`src/rtl/ttt_pkg.sv`:
```
// Shared definitions for the tic-tac-toe move controller: cell codes, FSM states,
// the eight winning lines and a board cell accessor.
package ttt_pkg;

    localparam logic [1:0] CELL_EMPTY  = 2'b00;
    localparam logic [1:0] CELL_PLAYER = 2'b01;
    localparam logic [1:0] CELL_COMP   = 2'b10;

    typedef enum logic [2:0] {
        P_WAIT,
        P_ISSUE,
        P_CHECK,
        C_WAIT,
        C_ISSUE,
        C_CHECK,
        DONE
    } ttt_state_t;

    localparam int unsigned WIN_LINES [8][3] = '{
        '{0, 1, 2}, '{3, 4, 5}, '{6, 7, 8},
        '{0, 3, 6}, '{1, 4, 7}, '{2, 5, 8},
        '{0, 4, 8}, '{2, 4, 6}
    };

    // Out-of-range indices read as occupied so they can never be accepted.
    function automatic logic [1:0] cell_at(input logic [17:0] b, input logic [3:0] idx);
        logic [1:0] v;
        v = 2'b11;
        for (int unsigned k = 0; k < 9; k++) begin
            if (idx == 4'(k)) v = b[2*k +: 2];
        end
        return v;
    endfunction

endpackage

```
`src/rtl/ttt_win_detect.sv`:
```
// Combinational line detector: flags when any of the eight lines is fully
// occupied by the given mark.
module ttt_win_detect
    import ttt_pkg::*;
(
    input  logic [17:0] board,
    input  logic [1:0]  mark,
    output logic        line_done
);

    always_comb begin
        line_done = 1'b0;
        for (int unsigned l = 0; l < 8; l++) begin
            if ((cell_at(board, 4'(WIN_LINES[l][0])) == mark) &&
                (cell_at(board, 4'(WIN_LINES[l][1])) == mark) &&
                (cell_at(board, 4'(WIN_LINES[l][2])) == mark))
                line_done = 1'b1;
        end
    end

endmodule

```
`src/rtl/ttt_move_ctrl.sv`:
```
// Turn-sequencing controller: validates player/computer requests against the
// board, issues one-cycle write strobes and detects win/draw after each move.
module ttt_move_ctrl
    import ttt_pkg::*;
(
    input  logic        clock,
    input  logic        reset,
    input  logic        play,
    input  logic [3:0]  player_position,
    input  logic        pc,
    input  logic [3:0]  computer_position,
    input  logic [17:0] board,
    output logic [15:0] p_enable,
    output logic [15:0] c_enable,
    output logic        wrong_move,
    output logic        turn,
    output logic [1:0]  winner,
    output logic        draw,
    output logic        game_over,
    output logic [3:0]  move_count
);

    ttt_state_t  state, next_state;
    logic [15:0] p_enable_d, c_enable_d;
    logic        wrong_move_d, draw_d;
    logic [1:0]  winner_d;
    logic [3:0]  move_count_d;
    logic [1:0]  check_mark;
    logic        line_done;
    logic        p_legal, c_legal;

    assign check_mark = (state == C_CHECK) ? CELL_COMP : CELL_PLAYER;

    ttt_win_detect u_win_detect (
        .board     (board),
        .mark      (check_mark),
        .line_done (line_done)
    );

    assign p_legal = (player_position   <= 4'd8) && (cell_at(board, player_position)   == CELL_EMPTY);
    assign c_legal = (computer_position <= 4'd8) && (cell_at(board, computer_position) == CELL_EMPTY);

    always_comb begin
        next_state   = state;
        p_enable_d   = '0;
        c_enable_d   = '0;
        wrong_move_d = 1'b0;
        winner_d     = winner;
        draw_d       = draw;
        move_count_d = move_count;
        case (state)
            P_WAIT: begin
                if (play) begin
                    if (p_legal) begin
                        p_enable_d = 16'd1 << player_position;
                        next_state = P_ISSUE;
                    end else begin
                        wrong_move_d = 1'b1;
                    end
                end
            end
            P_ISSUE: next_state = P_CHECK;
            P_CHECK: begin
                if (line_done) begin
                    winner_d   = CELL_PLAYER;
                    next_state = DONE;
                end else begin
                    move_count_d = move_count + 4'd1;
                    if (move_count_d == 4'd9) begin
                        draw_d     = 1'b1;
                        next_state = DONE;
                    end else begin
                        next_state = C_WAIT;
                    end
                end
            end
            C_WAIT: begin
                if (pc) begin
                    if (c_legal) begin
                        c_enable_d = 16'd1 << computer_position;
                        next_state = C_ISSUE;
                    end else begin
                        wrong_move_d = 1'b1;
                    end
                end
            end
            C_ISSUE: next_state = C_CHECK;
            C_CHECK: begin
                if (line_done) begin
                    winner_d   = CELL_COMP;
                    next_state = DONE;
                end else begin
                    move_count_d = move_count + 4'd1;
                    if (move_count_d == 4'd9) begin
                        draw_d     = 1'b1;
                        next_state = DONE;
                    end else begin
                        next_state = P_WAIT;
                    end
                end
            end
            default: next_state = DONE;
        endcase
    end

    // turn and game_over are registered from the next state so they line up with it.
    always_ff @(posedge clock or posedge reset) begin
        if (reset) begin
            state      <= P_WAIT;
            p_enable   <= '0;
            c_enable   <= '0;
            wrong_move <= 1'b0;
            turn       <= 1'b0;
            winner     <= '0;
            draw       <= 1'b0;
            game_over  <= 1'b0;
            move_count <= '0;
        end else begin
            state      <= next_state;
            p_enable   <= p_enable_d;
            c_enable   <= c_enable_d;
            wrong_move <= wrong_move_d;
            turn       <= (next_state == C_WAIT) || (next_state == C_ISSUE) || (next_state == C_CHECK);
            winner     <= winner_d;
            draw       <= draw_d;
            game_over  <= (next_state == DONE);
            move_count <= move_count_d;
        end
    end

endmodule

```
`config.mk`:
```
export PLATFORM = sky130hd
export DESIGN_NAME = ttt_move_ctrl
export DESIGN_NICKNAME = d
export VERILOG_FILES = /design/src/rtl/ttt_pkg.sv /design/src/rtl/ttt_win_detect.sv /design/src/rtl/ttt_move_ctrl.sv
export SDC_FILE = /design/constraint.sdc
export NUM_CORES = 1
export LEC_CHECK = 0
export CAP_MARGIN = 10
export CORE_ASPECT_RATIO = 0.6
export CORE_MARGIN = 4
export CORE_UTILIZATION = 43
export DETAILED_ROUTE_END_ITERATION = 6
export GPL_TIMING_DRIVEN = 0
export PLACE_DENSITY = 0.78
export SYNTH_ARGS = -nofsm -noshare
export SYNTH_HDL_FRONTEND = slang
export SYNTH_SLANG_ARGS = --single-unit
```
`constraint.sdc`:
```
create_clock -name clock -period 1.8 [get_ports clock]
set_input_delay 0.45 -clock clock [delete_from_list [all_inputs] [get_ports clock]]
set_output_delay 0.45 -clock clock [all_outputs]
set_load 0.02 [all_outputs]
```
==> results of run 1 <==
[layer usage]
layer	part of all wire (%)	vias up	track usage, %
li1	-	1017	-
met1	47	1064	28.9
met2	44	103	28.7
met3	7.6	15	4.20
met4	1.6	0	6.55
met5	0	-	0
[cell families after synthesis]
| group | share of synthesized area [%] |
|---|---|
| and+or+nand+nor | 27.4 |
| AOI/OAI and AO/OA | 20.3 |
| DFF | 46.2 |
| buffers and inverters | 3.39 |
| xor gates and xnor gates | 1.08 |
| adders and majority gates | 1.03 |
| other | 0.154 |
| muxes | 0.462 |
[power by group through the flow]
stage / logic (mW) / clock network [mW] / registers, mW
finish: 0.387 / 0.683 / 1.03
detailed placement: 0.318 / 0 / 1.05
floorplan: 0.138 / 0 / 1.08
CTS: 0.351 / 0.672 / 1.03
global placement: 0.313 / 0 / 1.05
global route: 0.414 / 0.737 / 1.04
[final timing paths]
check / endpoint / startpoint / cells after the start
worst max-delay path: winner[1]$_DFFE_PP0P_ / state[1]$_DFF_PP0_ / 6
worst min-delay path: c_enable[3]$_DFF_PP0_ / computer_position[3] / 2
worst max register to register: winner[1]$_DFFE_PP0P_ / state[1]$_DFF_PP0_ / 6
worst min register to register: draw$_DFFE_PP0P_ / draw$_DFFE_PP0P_ / 1
max in group asynchronous: c_enable[0]$_DFF_PP0_ / reset / 2
min in group asynchronous: wrong_move$_DFF_PP0_ / reset / 2
[flip-flops by register name (all words and copies together) (netlist names), 2 cells and up]
signal	cells
c_enable	16
p_enable	16
state	3
winner	2
move_count	4
[layout by cell type, fill, tap and decap left out, drive strengths merged, types with 2 or more instances in the layout]
cell type      synthesis  layout
o2111a                 2       2
a211oi                 4       4
o21ai                  7       7
inv                   11      12
nor3b                  2       2
clkbuf                 2       9
nor4bb                10      10
a32oi                  2       2
o21a                   2       2
nor4                   6       6
o32ai                  3       3
o2111ai                2       2
ha                     2       2
buf                    5      30
o211ai                 3       4
dlymetal6s2s           0       5
o311ai                 4       4
nor4b                  4       4
nand4                  2       2
nand3b                 8       8
clkdlybuf4s50          0      40
a21oi                  5       5
xor2                   2       2
nand2b                 5       5
or2                    2       2
nand2                 10      10
and4bb                 4       4
nand3                  2       2
nor3                  11      11
nor2                  19      19
dlygate4sd2            0      11
nor2b                  8       8
conb                   1      14
dfrtp                 45      45
o31ai                  2       2
[worst max-delay path, cell delays in order (launching register included)]
cell,delay (ns)
dfrtp_1,0.40
buf_6,0.13
and3b_2,0.30
nand3b_1,0.17
o2111ai_4,0.33
o21ai_2,0.10
a221o_1,0.31
[what timing repair did]
action                                  CTS  global route
pin swaps                                16            10
setup buffers                             9             6
gates cloned                              1             0
resized for setup                        94            32
endpoints found under the setup margin   34            32
[area by class of cell]
cell class | instances | area [sq um]
clock buffers | 5 | 68.8
repair buffers | 84 | 767
plain buffers | 7 | 55.1
flip-flops and latches | 45 | 1130
well taps | 66 | 82.6
multi-input cells | 166 | 1560
fillers | 373 | 1530
clock inverters | 3 | 21.3
inverters | 11 | 43.8
==> results.yml, run 1 <==
sta:
  slew_violations: 0
  final.setup.tns_ns: -0.212
  finalHoldViolCount: 0
  max_slew_margin_pct: 38.4
  tightest_slew_ns: 0.923
  finalSetupViolCount: 6
  rsz0062_at_grt: "true"
  fmax_mhz: 539
  fin_crit_ns: 1.86
  worst_slack_ns: -0.0564
  fin_crit_sh_pct: 103
  whs_ns: 0.357
  clock_skew_ns: 0.0238
global_route:
  grt_pass1_vias: 2129
  grt_pass1_wl_microns: 10900
  grtUsageTotal_pct: 19.7
  grt_max_degree: 46
  antenna_found_initial: 0
  overflow: 0
pwr:
  clockPowerShare_pct: 32.5
  p_sw_uw: 634
  p_int_mw: 1.47
  seqPwrFrac_pct: 49.1
  power_mw: 2.10
  p_leak_nw: 1.57
  pwr_density_cell_nw_per_um2: 565
  peakVddDrop_v: 0.000360
  netSwitchingFraction_pct: 30.2
  combPwrFrac_pct: 18.4
placed_design:
  place_area_sq_um: 3260
  dp.cells: 363
  hpwlAfterDp_microns: 4440
  place_congestion: 0.858
  post-place-ws_ns: -0.835
  port_buffers: 69
floorplanning:
  num_rows: 20
  coreArea_sq_um: 5260
  die_x_microns: 105
  die_h_microns: 66.3
  io_pins: 72
  initial_core_util_pct: 46.4
  dieArea_sq_um: 6980
worst_setup_path:
  r2r_slack_ns: -0.06
  critPathKind: "register to register"
  worstPathMaxFanout: 7
  critPathCaptureType: "register"
  required_ns: 2.02
  startpoint_type: "register"
  cp.arrival_ns: 2.08
synth:
  yosysWarningCount: 0
  synth-edff-count: 0
  synthFlopType: "dfrtp_1"
  async_reset_ff_share_pct: 100
  netlist.area_leader.share_pct: 46.2
  ys_seq_elements: 45
  synthTopCellsByArea: "dfrtp_1 (46%), nor4bb_1 (3.3%), nor2_1 (2.9%)"
  synthTopCellsByCount: "dfrtp_1 (45), nor2_1 (19), inv_1 (11)"
  synth.avg_cell_area_sq_um: 11.3
  netlist_area_sq_um: 2440
  yosysMostFrequentCell: "dfrtp_1"
  syn_inst: 215
  synth_top_area_cell: "dfrtp_1"
  yosysSeqAreaShare_pct: 46.2
  synth_cell_types: 68
clock_tree:
  clock_sinks: 45
  cts_hold_buf: 0
  ctsHtreeMaxLevel: 2
  clockBufferDepth: 2
  cts_inserted_buffers: 5
  root_buffer: "clkbuf_8"
  insertion_delay_ns: 0.33
  tritoncts: "done"
  clk_pin_slew_ns: 0.11
finish:
  diodes: 0
  postLayoutCoreUtil_pct: 70.8
  layout-drive-gt1-share_pct: 31.5
  fin_cells: 387
  stdcell_area_sq_um: 3720
  syn_to_final_growth_pct: 52.7
  fin_nets: 352
detailed_routing:
  wl_microns: 7030
  drc_errors: 0
  dr.pass1.iters: 4
  detail_route.wl_per_cell_microns: 18.2
  first_iter_violations: 217
  via_count: 2199
  viasPerCell: 5.68
  antenna_left: 0
min_path:
  worstHoldPathType: "input pin to register"
status:
  outcome: "finished with violations"
  violations: "negative setup slack"
run:
  cap_violations: 0
No activity file was read; power rests on OpenSTA's default activity.
==> inputs of run 2 (changes only) <==
--- a/config.mk
+++ b/config.mk
@@ -10,8 +10,8 @@
 export CORE_MARGIN = 4
 export CORE_UTILIZATION = 43
 export DETAILED_ROUTE_END_ITERATION = 6
-export GPL_TIMING_DRIVEN = 0
 export PLACE_DENSITY = 0.78
 export SYNTH_ARGS = -nofsm -noshare
 export SYNTH_HDL_FRONTEND = slang
 export SYNTH_SLANG_ARGS = --single-unit
+export TNS_END_PERCENT = 100
==> results.yml, run 2 (synthesized netlist as in run 1, its figures left out) <==
status:
  outcome: "finished with violations"
  violations: "negative setup slack"
clock_tree:
  cts_inserted_buffers: 5
  cts_hold_buf: 0
  clockBufferDepth: 2
  root_buffer: "clkbuf_8"
  insertion_delay_ns: 0.31
  clock_sinks: 45
  clk_pin_slew_ns: 0.09
  tritoncts: "done"
  ctsHtreeMaxLevel: 2
sta:
  clock_skew_ns: 0.0197
  fmax_mhz: 536
  final.setup.tns_ns: -0.239
  slew_violations: 0
  fin_crit_sh_pct: 104
  fin_crit_ns: 1.86
  worst_slack_ns: -0.0647
  finalSetupViolCount: 8
  finalHoldViolCount: 0
  rsz0062_at_grt: "true"
detailed_routing:
  antenna_left: 0
  detail_route.wl_per_cell_microns: 18.9
  dr.pass1.iters: 5
  wl_microns: 8080
  first_iter_violations: 219
  drc_errors: 0
  viasPerCell: 5.63
  via_count: 2402
global_route:
  met2_usage_pct: 36.7
  grt_use_met1_pct: 31.0
  grt_pass1_wl_microns: 12300
  overflow: 0
  grt_max_degree: 46
  grtUsageTotal_pct: 22.7
  antenna_found_initial: 0
  grt_util_met3_pct: 4.49
  grt_busiest_layer: "met2"
  grt_pass1_vias: 2391
finish:
  layout_common_cells: "buf_4 (55), dfrtp_1 (45), clkdlybuf4s50_1 (41)"
  reg_top3: "c_enable: 16 flops, p_enable: 16 flops, move_count: 4 flops"
  diodes: 0
  layout-drive-gt1-share_pct: 38.5
  layout_commonest_cell: "buf_4"
  nFillCells: 344
  fin_nets: 392
  syn_to_final_growth_pct: 64.3
worst_setup_path:
  slowest_stage: "dfrtp_1"
  cp_slowest_stage_delay_ns: 0.44
  cp_top_family: "simple AND/OR/NAND/NOR gates"
  crit_chain: "and3b_2, nand3b_1, o2111ai_4, buf_4, o311ai_2, nand3_1"
  critPathKind: "register to register"
  startpoint_type: "register"
  crit_buf_inv: 1
  critPathCaptureType: "register"
  cp.arrival_ns: 2.04
  worstPathMaxFanout: 6
  required_ns: 1.98
min_path:
  worstHoldPathType: "register to register"
placed_design:
  hpwlAfterDp_microns: 5280
  port_buffers: 71
  place_congestion: 0.846
  post-place-ws_ns: -0.745
floorplanning:
  die_x_microns: 105
  dieArea_sq_um: 6980
  die_h_microns: 66.3
  coreArea_sq_um: 5260
  io_pins: 72
  initial_core_util_pct: 46.4
  num_rows: 20
pwr:
  peakVddDrop_v: 0.000316
  pwr_density_cell_nw_per_um2: 567
  p_leak_nw: 1.78
run:
  cap_violations: 0
-- run 2: cell types whose count changed in the layout (fill, tap and decap cells not counted), moves of 2 or more --
cell	change
buf_2	-2
buf_4	+43
inv_1	+2
nor2_1	-2
nor2_2	+3
nor3_1	+2
nor3_2	-2
nor4bb_2	+2
-- run 2: what timing repair did --
item                       CTS  global route
gates cloned                 1             0
setup endpoints to repair   33            30
pin swaps                   19            10
buffers inserted             9             3
resized for setup           95            27
-- run 2: final cells by class --
| class | instances | area (sq um) | area share (%) |
|---|---|---|---|
| Tap cell | 66 | 82.6 | 2.06 |
| Timing Repair Buffer | 131 | 1140 | 28.5 |
| Clock buffer | 6 | 72.6 | 1.81 |
| Sequential cell | 45 | 1130 | 28.1 |
| Inverter | 11 | 41.3 | 1.03 |
| Multi-Input combinational cell | 166 | 1500 | 37.5 |
| Clock inverter | 2 | 38.8 | 0.968 |
-- run 2: power breakdown --
group	total [mW]	internal, mW	switching, mW
Sequential	1.03	1.03	0.00638
Combinational	0.453	0.217	0.236
Clock	0.786	0.418	0.368
-- run 2: final timing paths --
check / start / end / slack [ns] / depth (start not counted)
worst min register to register: draw$_DFFE_PP0P_ / draw$_DFFE_PP0P_ / 0.47 / 1
min in group asynchronous: reset / c_enable[3]$_DFF_PP0_ / 0.50 / 3
worst max-delay path: state[0]$_DFF_PP0_ / game_over$_DFF_PP0_ / -0.06 / 6
max in group asynchronous: reset / p_enable[8]$_DFF_PP0_ / 1.08 / 3
worst min-delay path: draw$_DFFE_PP0P_ / draw$_DFFE_PP0P_ / 0.47 / 1
worst max register to register: state[0]$_DFF_PP0_ / game_over$_DFF_PP0_ / -0.06 / 6
-- run 2: stage by stage --
step           hold WS, ns  total power [mW]  utilization [%]  cells  area, sq um
2_1_floorplan        0.565              1.21                -    228         2490
4_1_cts              0.478              2.24             74.6    425         3920
3_5_place_dp         0.445              1.45             69.1    408         3630
5_1_grt              0.508              2.35             76.2    427         4010
3_3_place_gp         0.452              1.44             69.1    408         3630
6_report             0.474              2.27             76.2    427         4010
-- run 2: metal layers --
layer | part of all wire, % | vias up | routed length (microns)
li1 | - | 1096 | -
met2 | 44 | 155 | 3540
met1 | 43 | 1118 | 3450
met3 | 9.8 | 33 | 793
met4 | 3.7 | 0 | 302
met5 | 0 | - | 0
